`src/rtl/vga_pkg.sv`:
```
// vga_pkg: shared VGA raster definitions.
//   - coord_t: 10-bit pixel/line coordinate used by the timing generator and
//     the framebuffer address mapper.
//   - Standard 640x480@60 Hz timing constants (active area, porches, sync,
//     totals, sync start/end positions).
//   - strobe_t: packed {hs, vs, von} strobe bundle carried by the delay line,
//     and its idle value (syncs deasserted high, video off).
package vga_pkg;

  typedef logic [9:0] coord_t;

  // Horizontal timing in pixels.
  localparam int unsigned VGA_H_ACTIVE = 640;
  localparam int unsigned VGA_H_FP     = 16;
  localparam int unsigned VGA_H_SYNC   = 96;
  localparam int unsigned VGA_H_BP     = 48;

  // Vertical timing in lines.
  localparam int unsigned VGA_V_ACTIVE = 480;
  localparam int unsigned VGA_V_FP     = 10;
  localparam int unsigned VGA_V_SYNC   = 2;
  localparam int unsigned VGA_V_BP     = 33;

  // Derived totals and sync windows (start inclusive, end exclusive).
  localparam int unsigned VGA_H_TOTAL      = VGA_H_ACTIVE + VGA_H_FP + VGA_H_SYNC + VGA_H_BP;
  localparam int unsigned VGA_V_TOTAL      = VGA_V_ACTIVE + VGA_V_FP + VGA_V_SYNC + VGA_V_BP;
  localparam int unsigned VGA_H_SYNC_START = VGA_H_ACTIVE + VGA_H_FP;
  localparam int unsigned VGA_H_SYNC_END   = VGA_H_SYNC_START + VGA_H_SYNC;
  localparam int unsigned VGA_V_SYNC_START = VGA_V_ACTIVE + VGA_V_FP;
  localparam int unsigned VGA_V_SYNC_END   = VGA_V_SYNC_START + VGA_V_SYNC;

  typedef struct packed {
    logic hs;   // active-low horizontal sync
    logic vs;   // active-low vertical sync
    logic von;  // active-area flag
  } strobe_t;

  // Idle strobe value: both syncs released, video blanked.
  localparam strobe_t STROBE_IDLE = 3'b110;

  // Coordinate increment with the wrap decision left to the caller.
  function automatic coord_t coord_inc(input coord_t v);
    return v + coord_t'(1);
  endfunction

endpackage

```
`src/rtl/vga_timing_gen_if.sv`:
```
// vga_timing_gen_if: raster timing bundle from the timing generator to its
// consumers (framebuffer address mapper, DAC output stage).
//   pix_en      one-clk pixel tick
//   x_pixel     horizontal count
//   y_pixel     vertical count
//   hsync       active-low horizontal sync, delayed to match pixel data
//   vsync       active-low vertical sync, delayed to match pixel data
//   video_on    active-area flag, delayed to match pixel data
//   frame_start one-clk pulse after the counters wrap to (0,0), undelayed
//   frame_count 16-bit frame counter, present only when
//               VGA_TIMING_FRAME_COUNT_EN is defined
// Modports: master = generator side, slave = consumer side.
interface vga_timing_gen_if;
  import vga_pkg::*;

  logic   pix_en;
  coord_t x_pixel;
  coord_t y_pixel;
  logic   hsync;
  logic   vsync;
  logic   video_on;
  logic   frame_start;
`ifdef VGA_TIMING_FRAME_COUNT_EN
  logic [15:0] frame_count;
`endif

  modport master (
    output pix_en, x_pixel, y_pixel, hsync, vsync, video_on, frame_start
`ifdef VGA_TIMING_FRAME_COUNT_EN
    , output frame_count
`endif
  );

  modport slave (
    input pix_en, x_pixel, y_pixel, hsync, vsync, video_on, frame_start
`ifdef VGA_TIMING_FRAME_COUNT_EN
    , input frame_count
`endif
  );

endinterface

```
`src/rtl/sync_delay_line.sv`:
```
// sync_delay_line: DEPTH-stage shift register for the 3-bit {hs, vs, von}
// strobe bundle. Stages advance only when en is high and hold otherwise.
// Synchronous active-high reset loads every stage with the idle value 3'b110.
// DEPTH = 0 makes the line a plain wire from din to dout.
//   clk   system clock
//   rst   synchronous active-high reset
//   en    shift enable (pixel tick)
//   din   undelayed strobes
//   dout  strobes delayed by DEPTH enabled ticks
module sync_delay_line
  import vga_pkg::*;
#(
  parameter int unsigned DEPTH = 2
) (
  input  logic       clk,
  input  logic       rst,
  input  logic       en,
  input  logic [2:0] din,
  output logic [2:0] dout
);

  generate
    if (DEPTH == 0) begin : g_bypass
      // Clock, reset and enable have no function without stages.
      logic unused_bypass;
      assign unused_bypass = ^{clk, rst, en};
      assign dout = din;
    end else begin : g_pipe
      // tap[0] is the input, tap[k] is the output of stage k-1.
      logic [DEPTH:0][2:0] tap;
      assign tap[0] = din;

      for (genvar gi = 0; gi < DEPTH; gi++) begin : g_stage
        logic [2:0] stage_q;
        logic [2:0] stage_d;

        always_comb begin
          stage_d = stage_q;
          if (en) begin
            stage_d = tap[gi];
          end
        end

        always_ff @(posedge clk) begin
          if (rst) begin
            stage_q <= STROBE_IDLE;
          end else begin
            stage_q <= stage_d;
          end
        end

        assign tap[gi+1] = stage_q;
      end

      assign dout = tap[DEPTH];
    end
  endgenerate

endmodule

```
`src/rtl/vga_timing_gen.sv`:
```
// vga_timing_gen: VGA raster timing generator (640x480@60 Hz by default,
// from a 50 MHz clock with CLK_DIV = 2).
//   clk  system clock
//   rst  synchronous active-high reset
//   vga  master side of vga_timing_gen_if:
//        pix_en, x_pixel, y_pixel, hsync, vsync, video_on, frame_start
//        (+ frame_count when VGA_TIMING_FRAME_COUNT_EN is defined)
// A free-running divider produces a registered one-clk pixel tick. The x/y
// counters advance on that tick. Sync and active-area strobes are decoded
// from the current counters and delayed by SYNC_DELAY pixel ticks so they
// line up with framebuffer read data arriving at the DAC. frame_start is not
// delayed.
// Optional feature macro: VGA_TIMING_FRAME_COUNT_EN adds a 16-bit wrapping
// frame counter that advances together with frame_start.
module vga_timing_gen
  import vga_pkg::*;
#(
  parameter int unsigned CLK_DIV    = 2,
  parameter int unsigned H_ACTIVE   = VGA_H_ACTIVE,
  parameter int unsigned H_FP       = VGA_H_FP,
  parameter int unsigned H_SYNC     = VGA_H_SYNC,
  parameter int unsigned H_BP       = VGA_H_BP,
  parameter int unsigned V_ACTIVE   = VGA_V_ACTIVE,
  parameter int unsigned V_FP       = VGA_V_FP,
  parameter int unsigned V_SYNC     = VGA_V_SYNC,
  parameter int unsigned V_BP       = VGA_V_BP,
  parameter int unsigned SYNC_DELAY = 2
) (
  input  logic             clk,
  input  logic             rst,
  vga_timing_gen_if.master vga
);

  localparam int unsigned H_TOTAL = H_ACTIVE + H_FP + H_SYNC + H_BP;
  localparam int unsigned V_TOTAL = V_ACTIVE + V_FP + V_SYNC + V_BP;

  localparam coord_t H_LAST       = coord_t'(H_TOTAL - 1);
  localparam coord_t V_LAST       = coord_t'(V_TOTAL - 1);
  localparam coord_t H_ACT_END    = coord_t'(H_ACTIVE);
  localparam coord_t V_ACT_END    = coord_t'(V_ACTIVE);
  localparam coord_t H_SYNC_START = coord_t'(H_ACTIVE + H_FP);
  localparam coord_t H_SYNC_END   = coord_t'(H_ACTIVE + H_FP + H_SYNC);
  localparam coord_t V_SYNC_START = coord_t'(V_ACTIVE + V_FP);
  localparam coord_t V_SYNC_END   = coord_t'(V_ACTIVE + V_FP + V_SYNC);

  // Divider counter is at least one bit wide so CLK_DIV = 1 still elaborates;
  // in that case it sits at 0 and every clk is a tick.
  localparam int unsigned      DIV_W    = (CLK_DIV > 1) ? $clog2(CLK_DIV) : 1;
  localparam logic [DIV_W-1:0] DIV_LAST = DIV_W'(CLK_DIV - 1);

  logic [DIV_W-1:0] div_cnt_q, div_cnt_d;
  logic             pix_en_q, pix_en_d;
  coord_t           x_q, x_d;
  coord_t           y_q, y_d;
  logic             frame_start_q, frame_start_d;

  strobe_t          raw;
  logic [2:0]       dly_out;
  strobe_t          dly;

  // Divider and raster counters. pix_en is registered off the divider
  // terminal count, so counters step on the edge that sees pix_en_q high.
  always_comb begin
    div_cnt_d     = (div_cnt_q == DIV_LAST) ? '0 : div_cnt_q + 1'b1;
    pix_en_d      = (div_cnt_q == DIV_LAST);
    x_d           = x_q;
    y_d           = y_q;
    frame_start_d = 1'b0;

    if (pix_en_q) begin
      if (x_q == H_LAST) begin
        x_d = '0;
        if (y_q == V_LAST) begin
          y_d           = '0;
          frame_start_d = 1'b1;
        end else begin
          y_d = coord_inc(y_q);
        end
      end else begin
        x_d = coord_inc(x_q);
      end
    end
  end

  always_ff @(posedge clk) begin
    if (rst) begin
      div_cnt_q     <= '0;
      pix_en_q      <= 1'b0;
      x_q           <= '0;
      y_q           <= '0;
      frame_start_q <= 1'b0;
    end else begin
      div_cnt_q     <= div_cnt_d;
      pix_en_q      <= pix_en_d;
      x_q           <= x_d;
      y_q           <= y_d;
      frame_start_q <= frame_start_d;
    end
  end

  // Undelayed strobes decoded from the current counters.
  always_comb begin
    raw     = STROBE_IDLE;
    raw.hs  = ~((x_q >= H_SYNC_START) && (x_q < H_SYNC_END));
    raw.vs  = ~((y_q >= V_SYNC_START) && (y_q < V_SYNC_END));
    raw.von = (x_q < H_ACT_END) && (y_q < V_ACT_END);
  end

  sync_delay_line #(
    .DEPTH (SYNC_DELAY)
  ) u_sync_delay_line (
    .clk  (clk),
    .rst  (rst),
    .en   (pix_en_q),
    .din  (raw),
    .dout (dly_out)
  );

  assign dly = strobe_t'(dly_out);

`ifdef VGA_TIMING_FRAME_COUNT_EN
  logic [15:0] frame_count_q, frame_count_d;

  // Advances on the same edge that raises frame_start; wraps naturally.
  always_comb begin
    frame_count_d = frame_count_q;
    if (frame_start_d) begin
      frame_count_d = frame_count_q + 16'd1;
    end
  end

  always_ff @(posedge clk) begin
    if (rst) begin
      frame_count_q <= '0;
    end else begin
      frame_count_q <= frame_count_d;
    end
  end

  assign vga.frame_count = frame_count_q;
`endif

  assign vga.pix_en      = pix_en_q;
  assign vga.x_pixel     = x_q;
  assign vga.y_pixel     = y_q;
  assign vga.hsync       = dly.hs;
  assign vga.vsync       = dly.vs;
  assign vga.video_on    = dly.von;
  assign vga.frame_start = frame_start_q;

endmodule

```
`src/flat_wrapper.sv`:
```
// flat-port wrapper written by rule: the top's interface ports become plain ports
module vga_timing_gen_flat import vga_pkg::*;
#(
  parameter int unsigned CLK_DIV    = 2,
  parameter int unsigned H_ACTIVE   = VGA_H_ACTIVE,
  parameter int unsigned H_FP       = VGA_H_FP,
  parameter int unsigned H_SYNC     = VGA_H_SYNC,
  parameter int unsigned H_BP       = VGA_H_BP,
  parameter int unsigned V_ACTIVE   = VGA_V_ACTIVE,
  parameter int unsigned V_FP       = VGA_V_FP,
  parameter int unsigned V_SYNC     = VGA_V_SYNC,
  parameter int unsigned V_BP       = VGA_V_BP,
  parameter int unsigned SYNC_DELAY = 2
)
  (clk, rst, vga_pix_en, vga_x_pixel, vga_y_pixel, vga_hsync, vga_vsync, vga_video_on, vga_frame_start);
  vga_timing_gen_if vga_i ();
  input  logic clk;
  input  logic rst;
  output wire logic [$bits(vga_i.pix_en)-1:0] vga_pix_en;
  output wire logic [$bits(vga_i.x_pixel)-1:0] vga_x_pixel;
  output wire logic [$bits(vga_i.y_pixel)-1:0] vga_y_pixel;
  output wire logic [$bits(vga_i.hsync)-1:0] vga_hsync;
  output wire logic [$bits(vga_i.vsync)-1:0] vga_vsync;
  output wire logic [$bits(vga_i.video_on)-1:0] vga_video_on;
  output wire logic [$bits(vga_i.frame_start)-1:0] vga_frame_start;
  assign vga_pix_en = vga_i.pix_en;
  assign vga_x_pixel = vga_i.x_pixel;
  assign vga_y_pixel = vga_i.y_pixel;
  assign vga_hsync = vga_i.hsync;
  assign vga_vsync = vga_i.vsync;
  assign vga_video_on = vga_i.video_on;
  assign vga_frame_start = vga_i.frame_start;
  vga_timing_gen #(.CLK_DIV(CLK_DIV), .H_ACTIVE(H_ACTIVE), .H_FP(H_FP), .H_SYNC(H_SYNC), .H_BP(H_BP), .V_ACTIVE(V_ACTIVE), .V_FP(V_FP), .V_SYNC(V_SYNC), .V_BP(V_BP), .SYNC_DELAY(SYNC_DELAY)) u_core (.clk(clk), .rst(rst), .vga(vga_i));
endmodule
```
`config.mk`:
```
export PLATFORM = sky130hd
export DESIGN_NAME = vga_timing_gen_flat
export DESIGN_NICKNAME = d
export VERILOG_FILES = /design/src/rtl/vga_pkg.sv /design/src/rtl/vga_timing_gen_if.sv /design/src/rtl/sync_delay_line.sv /design/src/rtl/vga_timing_gen.sv /design/src/flat_wrapper.sv
export SDC_FILE = /design/constraint.sdc
export NUM_CORES = 1
export LEC_CHECK = 0
export BUFFER_PORTS_ARGS = -buffer_cell sky130_fd_sc_hd__buf_2
export CORE_MARGIN = 2
export CORE_UTILIZATION = 23
export DETAILED_ROUTE_END_ITERATION = 10
export GPL_TIMING_DRIVEN = 0
export PLACE_DENSITY = 0.51
export SLEW_MARGIN = 40
export SYNTH_ARGS = -nofsm -noshare
export SYNTH_HDL_FRONTEND = slang
export SYNTH_SLANG_ARGS = --single-unit
```
`constraint.sdc`:
```
create_clock -name clk -period 2.56 [get_ports clk]
set_input_delay 0.128 -clock clk [delete_from_list [all_inputs] [get_ports clk]]
set_output_delay 0.128 -clock clk [all_outputs]
set_load 0.02 [all_outputs]
```
==> run summary <==
proportion of layout cells with a drive suffix above 1: 25.41%
P per Cell Area: 513.5 nW/um^2
Max clock buf depth: 2
Pre-Repair DR Iteration Count: 4
CP Data Required Time: 2.77 ns
Post-Synth XOR/XNOR Area: 7.581%
cts hold-fix bufs: 0
vias in the first global route: 992
H-tree level count: 2
status: complete, no violations
cts repair resizes: 0
Synth Area per Inst: 9.431 sq um
Residual DRC: 0
Ys Warns: 0
synthesized instance count: 147
post-route setup TNS: 0 ns
worst hold slack: 0.1752 ns
Synth Area in Simple Gates: 29.69%
Initial DRC Count: 71
synthesized net count: 153
Post-synth EDFFs: 0
Routed met2 length: 1331 um
Pleak: 0.0006511 uW
top routing layer in use: met4
WL/cell: 11.93 um
clock transition at the registers of the reported paths: 0.07 ns
Seq cells post-synth: 29
fillcell total: 648
critical path capture point type: register
placed wire-length estimate: 2190 um
largest net degree at the start of global routing: 11
clk root buf: clkbuf_8
library cells used by synthesis: 43
RSZ-0062 raised after global routing: false
period utilisation layout: 82.71%
total gr overflow: 0
core area: 5886 sq um
Rows: 28
global-route wire length before repair: 5030 um
ys flop type: dfxtp_1
Netlist Area Pre-Place: 1386 sq um
Chip Width: 81.64 um
Top Ports: 27
CTS tree: done
Max-slew headroom: 53.97%
DR vias: 1109
min cycle time layout: 2.117 ns
via density per instance: 4.332
Initial Util: 23.55%
Crit Path Class: reg -> reg
multiplexer share of the synthesized area: 3.610%
ant diodes: 0
Met1 Wirelength: 1507 um
clock sinks: 29
Layout area overhead: 22.11%
Util after Layout: 28.76%
initial antenna violation count: 0
Crit Path Max Fanout: 8
Seq. cell area: 580.6 sq um
Worst Skew: 0.004595 ns
die height: 81.64 um
achievable clock frequency: 472.3 MHz
Worst-Margin Slew: 0.6851 ns
min-delay worst type: in -> reg
CTS Buf Count: 5
post-CTS setup buffers: 0
max-cap violation count: 0
max-slew violation count: 0
Port Buffers: 26
Adder-Cell Fraction of Synth Area: 3.610%
Routed WL: 3053 um
Worst-Skew Late Latency: 0.28 ns
final setup fails: 0
fin nets: 186
Placer Congestion: 0.7208
die area: 6664 sq um
final hold viol count: 0
share of flip-flops with an asynchronous set or reset: 0%
Detail Route Antenna Nets: 0
VDD IR-drop max: 0.1411 mV
compound-gate portion of the synthesized area: 8.303%
WP data arrival: 2.33 ns
Seq/Total Area, Yosys: 41.88%
crit path launch type: register
main combinational cell family by area after synthesis: simple AND/OR/NAND/NOR gates
gr usage total: 9.986%
metal3 WL: 169 um
Multi-input gate area: 732.0 sq um
area by class of cell:
class | count | area share, %
clock inverters | 2 | 0.5913
well taps | 75 | 5.543
multi-input cells | 106 | 43.24
flip-flops and latches | 29 | 34.29
plain buffers | 7 | 3.252
inverters | 5 | 1.109
repair buffers | 26 | 7.687
clock buffers | 6 | 4.287
per-layer routing:
metal | vias to the layer above | track usage [%]
met5 | - | 0
met3 | 5 | 3.516
met1 | 497 | 13.70
li1 | 586 | -
met2 | 21 | 13.93
met4 | 0 | 4.500
state kept, by name, indices dropped and copies added, names as in the netlist:
name / cells
u_core.u_sync_delay_line.dout: 3
u_core.u_sync_delay_line.g_pipe.g_stage.stage_q: 3
u_core.vga.y_pixel: 10
u_core.vga.frame_start: 1
u_core.vga.pix_en: 1
u_core.div_cnt_q: 1
u_core.vga.x_pixel: 10
kinds of logic after synthesis:
family | count (synthesis)
AND/OR/NAND/NOR | 68
flip-flops | 29
adder cells (fa/ha/maj) | 4
buffers and inverters | 12
AO/OA/AOI/OAI | 17
XOR/XNOR | 12
multiplexers | 5
power by group:
part,total (uW),switching (uW),internal (uW)
combinational,41.7,24.6,17.1
clock,363,175,188
sequential,465,5.63,459
cell usage after synthesis (2+ instances only):
master / instances / area [sq um]
nand2b_1: 2 / 12.51
or4_1: 2 / 15.01
nand3b_1: 2 / 15.01
and2_1: 3 / 18.77
nand2_1: 5 / 18.77
and3_1: 2 / 12.51
nand3_1: 6 / 30.03
a21oi_1: 6 / 30.03
or2_2: 2 / 12.51
clkbuf_8: 2 / 27.53
nand4b_1: 2 / 17.52
dfxtp_1: 29 / 580.6
mux2i_1: 5 / 50.05
ha_1: 4 / 50.05
nand4_1: 4 / 25.02
xor2_1: 7 / 61.31
a211o_1: 3 / 26.28
o21ai_0: 2 / 10.01
inv_1: 5 / 18.77
xnor2_1: 5 / 43.79
clkbuf_1: 3 / 11.26
nor2_1: 19 / 71.32
nor3_1: 7 / 35.03
cell usage in the layout (no fill, tap or decap), drive strengths merged, types with 2 or more instances in the layout:
cell and count:
a211o 3, a21oi 6, and2 3, and3 3
and4 2, buf 28, clkbuf 11, clkinv 2
dfxtp 29, ha 4, inv 5, mux2i 5
nand2 6, nand2b 2, nand3 7, nand3b 2
nand4 4, nand4b 2, nand4bb 2, nor2 19
nor3 7, o21ai 2, or2 2, or4 3
xnor2 5, xor2 7
worst paths after layout:
check | slack, ns | to | cells after the start | from
min | 0.18 | u_core.vga.pix_en | 3 | rst
min reg2reg | 0.41 | u_core.div_cnt_q | 1 | u_core.div_cnt_q
max reg2reg | 0.44 | u_core.vga.y_pixel[7] | 6 | u_core.vga.x_pixel[0]
max | 0.44 | u_core.vga.y_pixel[7] | 6 | u_core.vga.x_pixel[0]
stage by stage:
stage                     worst slack [ns]  cells  cell area (sq um)  total power, uW
after floorplan                     0.4012    147               1386            504.1
after global placement              0.4388    248               1610            516.4
after detailed placement            0.4571    248               1610            517.1
after CTS                           0.4358    256               1693            885.9
after global routing                0.3080    256               1693            907.5
final                               0.4427    256               1693            869.3
worst max-delay path: stages, from the launching register on:
cell and delay, ns:
dfxtp_1 0.40, ha_1 0.25, nand3_4 0.11, or4_1 0.52
buf_2 0.17, or4_1 0.46, a21oi_1 0.14
Power figures use the tool's default switching activity.
